[config.mk]
export PLATFORM = sky130hd
export DESIGN_NAME = mem_access_unit
export DESIGN_NICKNAME = d
export VERILOG_FILES = /design/src/rtl/mem_access_unit.sv
export SDC_FILE = /design/constraint.sdc
export NUM_CORES = 1
export LEC_CHECK = 0
export CAP_MARGIN = 25
export CORE_AREA = 2 2 132 134
export CTS_CLUSTER_SIZE = 8
export DETAILED_ROUTE_END_ITERATION = 10
export DIE_AREA = 0 0 134 136
export MAX_ROUTING_LAYER = met4
export PLACE_DENSITY = 0.79
export SLEW_MARGIN = 5
export SYNTH_ARGS = -nofsm -noshare
export SYNTH_HDL_FRONTEND = slang
export SYNTH_SLANG_ARGS = --single-unit
[constraint.sdc]
create_clock -name clock -period 2.03 [get_ports clock]
set_clock_uncertainty 0.05 [all_clocks]
set_input_delay 0.203 -clock clock [delete_from_list [all_inputs] [get_ports clock]]
set_output_delay 0.203 -clock clock [all_outputs]
set_load 0.005 [all_outputs]
[src/rtl/mem_access_unit.sv]
// mem_access_unit: memory-side sequencer for the multicycle datapath.
// Takes one fetch/load/store request at a time, strobes a synchronous word
// memory with a fixed read latency, latches fetched words into ir and loaded
// words into mdr, and returns a one-cycle done (and err) pulse to control.
module mem_access_unit #(
    parameter int unsigned MEM_LATENCY = 2,
    parameter logic [31:0] RESET_IR    = 32'h0000_0000
) (
    input  logic        clock,
    input  logic        reset,
    input  logic        req,
    input  logic [1:0]  op,
    input  logic        iord,
    input  logic [31:0] pc,
    input  logic [31:0] alu_out,
    input  logic [31:0] wdata,
    output logic        busy,
    output logic        done,
    output logic        err,
    output logic [31:0] ir,
    output logic [31:0] mdr,
    output logic [5:0]  opcode,
    output logic [4:0]  rs,
    output logic [4:0]  rt,
    output logic [4:0]  rd,
    output logic [4:0]  shamt,
    output logic [5:0]  funct,
    output logic [15:0] imm,
    output logic [25:0] jaddr,
    output logic        mem_en,
    output logic        mem_we,
    output logic [31:0] mem_addr,
    output logic [31:0] mem_wdata,
    input  logic [31:0] mem_rdata
);

    typedef enum logic [2:0] {
        S_IDLE,
        S_ACCESS,
        S_WAIT,
        S_DONE,
        S_ERR
    } state_t;

    localparam logic [1:0] OP_FETCH = 2'b00;
    localparam logic [1:0] OP_LOAD  = 2'b01;
    localparam logic [1:0] OP_STORE = 2'b10;
    localparam logic [1:0] OP_RSVD  = 2'b11;

    localparam logic [3:0] LAT_INIT = 4'(MEM_LATENCY);

    state_t      r_state;
    logic [1:0]  r_op;
    logic [3:0]  r_cnt;

    logic [31:0] w_addr;
    logic        w_bad;

    // Address mux and request legality, evaluated only while idle.
    always_comb begin
        w_addr = iord ? alu_out : pc;
        w_bad  = (w_addr[1:0] != 2'b00) || (op == OP_RSVD);
    end

    // Access sequencer: all outputs are registered here.
    always_ff @(posedge clock or negedge reset) begin
        if (!reset) begin
            r_state   <= S_IDLE;
            r_op      <= OP_FETCH;
            r_cnt     <= 4'd0;
            busy      <= 1'b0;
            done      <= 1'b0;
            err       <= 1'b0;
            mem_en    <= 1'b0;
            mem_we    <= 1'b0;
            mem_addr  <= 32'h0;
            mem_wdata <= 32'h0;
            ir        <= RESET_IR;
            mdr       <= 32'h0;
        end else begin
            // NOTE: pulse outputs default low every cycle so no state can leave one stuck high.
            done   <= 1'b0;
            err    <= 1'b0;
            mem_en <= 1'b0;
            mem_we <= 1'b0;
            case (r_state)
                S_IDLE: begin
                    if (req) begin
                        busy <= 1'b1;
                        r_op <= op;
                        if (w_bad) begin
                            r_state <= S_ERR;
                        end else begin
                            // Strobe is registered here so it is high exactly in the ACCESS cycle.
                            r_state   <= S_ACCESS;
                            mem_en    <= 1'b1;
                            mem_we    <= (op == OP_STORE);
                            mem_addr  <= w_addr;
                            mem_wdata <= wdata;
                        end
                    end
                end
                S_ACCESS: begin
                    r_cnt   <= LAT_INIT;
                    r_state <= S_WAIT;
                end
                S_WAIT: begin
                    // Counter reaches 1 in the cycle mem_rdata is valid.
                    if (r_cnt == 4'd1) begin
                        if (r_op == OP_FETCH) begin
                            ir <= mem_rdata;
                        end else if (r_op == OP_LOAD) begin
                            mdr <= mem_rdata;
                        end
                        done    <= 1'b1;
                        r_state <= S_DONE;
                    end else begin
                        r_cnt <= r_cnt - 4'd1;
                    end
                end
                S_DONE: begin
                    // Requests seen here are dropped; the next one is taken back in IDLE.
                    busy    <= 1'b0;
                    r_state <= S_IDLE;
                end
                S_ERR: begin
                    // ERR occupies the slot ACCESS would take, without a strobe,
                    // so the error pulse appears in DONE two cycles after the request.
                    done    <= 1'b1;
                    err     <= 1'b1;
                    r_state <= S_DONE;
                end
                default: begin
                    r_state <= S_IDLE;
                end
            endcase
        end
    end

    // Instruction field decode for the control unit.
    assign opcode = ir[31:26];
    assign rs     = ir[25:21];
    assign rt     = ir[20:16];
    assign rd     = ir[15:11];
    assign shamt  = ir[10:6];
    assign funct  = ir[5:0];
    assign imm    = ir[15:0];
    assign jaddr  = ir[25:0];

endmodule

# == Yosys cells after proc, flatten, opt, wreduce, memory -nomap -nowiden ==
# Cells that the tools add are included.
# totals
ff_bits,142
latchBits,0
ramBits,0
romBits,0
n_memories,0
# op_classes
add_sub_neg,1
n_mul,0
div_mod_pow,0
n_lt_le_gt_ge,0
n_eq_ne,11
shifts,0
muxes,18
n_bitwise,2
reduce_logical,13
# ops
operator,n
32-bit two-way mux,1
3-bit one-hot mux with 4 select lines,1
1-bit two-way mux,9
3-bit two-way mux,3
4-bit one-hot mux with 2 select lines,1
2-bit AND reduction,4
3-bit by 2-bit == test with 1-bit output (second input constant),2
2-bit inequality test (second input constant),3
3-bit AND reduction,2
2-bit nonzero test,3
2-bit == test (second input constant),2
4-bit by 1-bit == test with 1-bit output (second input constant),1
4-bit two-way mux,1
1-bit one-hot mux with 2 select lines,2
4-bit AND reduction,1
4-bit by 1-bit subtractor with 4-bit output (second input constant),1
3-bit by 1-bit == test with 1-bit output (second input constant),1
3-bit == test (second input constant),1
3-bit zero test,1
2-bit by 1-bit == test with 1-bit output (second input constant),1
2-bit zero test,1
1-bit inverter,2
1-bit logical OR,1

# == Longest topological paths before layout ==
# Gate-level depths: netlist of run 1.
# depth
word_depth,6
ltp_mapped,6
mapped_depth_nobuf,5

# == Worst setup path before layout of run 1 ==
# No wires, ideal clock.
# synth_timing
path_kind,reg-to-reg
startpoint,register r_state[0]
endpoint,register mem_addr[10]
arrival_ns,1.600
setup_slack_ns,0.255
path_stages_with_launch,7
period_less_slack_ns,1.775
cell_sequence,dfrtp_1 > buf_6 > nor4b_4 > o211ai_1 > buf_4 > buf_6 > mux2_4
# synth_via
elab_chain_len,2
# synth_lines
element,line,rtl
start: declaration,52,state_t r_state;
start signal: assignment,68,r_state <= S_IDLE;
start signal: assignment,92,r_state <= S_ERR;
start signal: assignment,95,r_state <= S_ACCESS;
3-bit zero test,86,case (r_state)
3-bit AND reduction (no source line),-,
end signal: assignment,98,mem_addr <= w_addr;
end: declaration,32,"output logic [31:0] mem_addr,"
# No other way between the ends.
# A chain may end at the register's enable or synchronous reset.

# == Worst setup path after layout of run 1 ==
# layout_timing
startpoint,register r_cnt[1]
endpoint,register ir[11]
# layout_via
elab_chain_len,2
# layout_lines
element,line,rtl
start: declaration,54,logic [3:0] r_cnt;
start signal: assignment,118,r_cnt <= r_cnt - 4'd1;
4-bit by 1-bit == test with 1-bit output,109,if (r_cnt == 4'd1) begin
3-bit AND reduction (no source line),-,
end signal: assignment,111,ir <= mem_rdata;
end: declaration,20,"output logic [31:0] ir,"
# No other way between the ends.

==> results of run 1 <==
==> layer usage <==
layer / routed length (um) / vias up / track usage (%)
met5: 0 / - / -
met4: 403 / 0 / 7.62
met3: 1210 / 23 / 5.37
met2: 8770 / 225 / 33.3
met1: 6420 / 2223 / 21.0
li1: - / 2052 / -
==> flip-flops by register name, indices dropped and copies added (netlist names), 2 cells and up <==
name and count:
ir 32, mdr 32, mem_addr 32, mem_wdata 32, r_cnt 4, r_state 3, r_op 2
==> per-stage QoR <==
step	util [%]	cells
final	61.8	974
after global routing	61.8	974
after detailed placement	58.3	941
after global placement	58.3	941
after floorplan	-	443
after CTS	61.8	974
==> cell usage in the layout, fill, tap and decap left out, types with 2 or more instances in the layout <==
cell type / instances
nand3_1: 2
or3b_2: 2
mux2_1: 35
nor4b_4: 2
o21ai_0: 2
nor2_1: 5
and2_1: 4
ha_1: 2
mux2_4: 47
nand2b_1: 3
clkinv_2: 3
nor3b_1: 2
buf_12: 6
clkdlybuf4s50_1: 339
nor3_1: 2
buf_4: 18
mux2i_1: 3
clkinv_4: 2
bufinv_16: 2
o211ai_1: 2
clkbuf_16: 17
mux2_2: 76
nand2_1: 5
nor2b_1: 3
inv_6: 2
clkinvlp_4: 4
a31oi_1: 2
dfrtp_1: 142
inv_1: 4
==> layout make-up <==
cell class,instances,area share [%]
Inverter,4,0.144
Clock buffer,19,4.25
Timing Repair Buffer,365,35.2
Clock inverter,13,1.34
Multi-Input combinational cell,206,22.3
Sequential cell,142,34.1
Tap cell,225,2.70
==> report_power, final <==
| group | switching (mW) | leakage [nW] | internal (mW) | total (mW) |
|---|---|---|---|---|
| combinational | 1.84 | 2.56 | 4.93 | 6.78 |
| clock | 1.20 | 0.276 | 1.84 | 3.04 |
| sequential | 1.10 | 1.71 | 4.20 | 5.30 |
==> kinds of logic after synthesis <==
family	Yosys count	synth area share, %
multiplexers	161	30.2
flip-flops	142	54.0
buffers and inverters	95	10.8
AND/OR/NAND/NOR	33	3.71
AO/OA/AOI/OAI	10	1.01
adder cells (fa/ha/maj)	2	0.380
==> repair_timing <==
item | 4_1_cts | 5_1_grt
endpoints found under the hold margin | 142 | 0
hold buffers | 1 | 0
setup endpoints to repair | 0 | 0
==> path summary, 6_finish.rpt <==
path / start / to / cells after the start
max in group asynchronous: reset / ir[7] / 3
worst min-delay path: reset / mem_addr[20] / 2
worst min register to register: mdr[9] / mdr[9] / 1
worst max register to register: r_cnt[1] / ir[11] / 6
min in group clock: op[0] / mem_we / 2
worst max-delay path: r_cnt[1] / ir[11] / 6
==> flow_summary.yaml, run 1 <==
final_layout:
  regArea_um2: 3550
  multi_input_area_um2: 2320
  final_layout_size_suffix_gt1_share_pct: 24.7
  fill_cells: 1272
  fin_area_um2: 10400
  n_antenna_cell: 0
  syn_to_final_growth_pct: 58.3
  nets: 872
clock_tree:
  root_buffer: "clkbuf_16"
  post_cts_resized: 0
  cts_made_buffers: 17
  path_clk_slew_ps: 60
  cts_buffer_depth: 2
  cts_setup_buffers: 0
  cts.sinks: 142
  insertion_delay_ps: 420
  tritoncts: "done"
  h-tree-depth: 4
setup_path:
  critPathTopFamily: "simple AND/OR/NAND/NOR gates"
  crit_type: "register to register"
  required_ps: 2270
  crit_arrival_ps: 2120
  cp_slowest_stage_delay_ps: 390
  cp_max_fo: 32
  path_cells: "inv_1, ha_1, nor4b_4, nand3_2, buf_12, mux2_1"
  endpoint_kind: "register"
  cp_num_buf_inv: 2
  crit_path_start_kind: "register"
  cp_slowest_cell: "dfrtp_1"
  reg2reg_setup_slack_ps: 150
timing:
  fin_ws_ps: 146
  finalCritPeriodShare_pct: 92.8
  fin_tns_setup_ps: 0
  setup_viol: 0
  tightest_slew_ps: 422
  maxSlewHeadroom_pct: 71.8
  fmax_mhz: 531
  hold_viol_final: 0
  drv_slew: 0
  fin_hold_ws_ps: 115
  rsz0062_at_grt: "no"
  min_period_ps: 1880
placement:
  dp_hpwl_um: 12900
  port_buffers: 340
  dpl-instance-area_um2: 9830
  place_ws_ps: -118
  place_congestion: 0.808
yosys:
  synth-seq-cells: 142
  synthTopCellsByCount: "dfrtp_1 (142), mux2_2 (76), buf_4 (75)"
  synth_top_area_cell: "dfrtp_1"
  async_flop_share_pct: 100
  netlist_area_um2: 6590
  synth_edf_count: 0
  synth-main-ff-cell: "dfrtp_1"
  synth.distinct_cells: 31
  synth_top_area_share_pct: 54.0
  synth_most_common_cell: "dfrtp_1"
  synth_nets: 579
  seq_area_frac_synth_pct: 54.0
  yosys_warnings: 0
  avgSynthCellArea_um2: 14.9
  synth_cells: 443
  synth.area.top_cells: "dfrtp_1 (54%), mux2_2 (13%), mux2_4 (11%)"
job:
  drv_cap: 0
global_routing:
  grt_pass1_vias: 4828
  grt.overflow.total: 0
  grt_max_degree: 75
  grt_pass1_wl_um: 26000
  antenna_found_initial: 0
  track_usage_pct: 19.2
route:
  ant_nets: 0
  post_drt_wl_per_cell_um: 17.3
  wl_um: 16800
  drc: 0
  drt_iter0_drc: 101
  route.vias.total: 4523
  viasPerCell: 4.64
  first_pass_iters: 6
floorplanning:
  initial_core_util_pct: 39.0
  io_pins: 341
  die-area_um2: 18200
  rows: 48
  coreArea_um2: 16900
  dieHeight_um: 136
  fp.dieW_um: 134
power_and_ir_drop:
  leakage_nw: 4.55
  ir_worst_vdd_mv: 0.633
  power_density_nw_per_um2: 1450
  total_power_mw: 15.1
run_status:
  outcome: "finished, final reports clean"
worst_hold_path:
  hp-class: "input pin to async pin"
Power figures use the tool's default switching activity.
==> run 2, diff against run 1 <==
--- a/config.mk
+++ b/config.mk
@@ -7,7 +7,7 @@
 export LEC_CHECK = 0
 export CAP_MARGIN = 25
 export CORE_AREA = 2 2 132 134
-export CTS_CLUSTER_SIZE = 8
+export CTS_CLUSTER_DIAMETER = 100
 export DETAILED_ROUTE_END_ITERATION = 10
 export DIE_AREA = 0 0 134 136
 export MAX_ROUTING_LAYER = met4
==> results of run 2 <==
Final layout, timing and power as in run 1 (identical DEF).
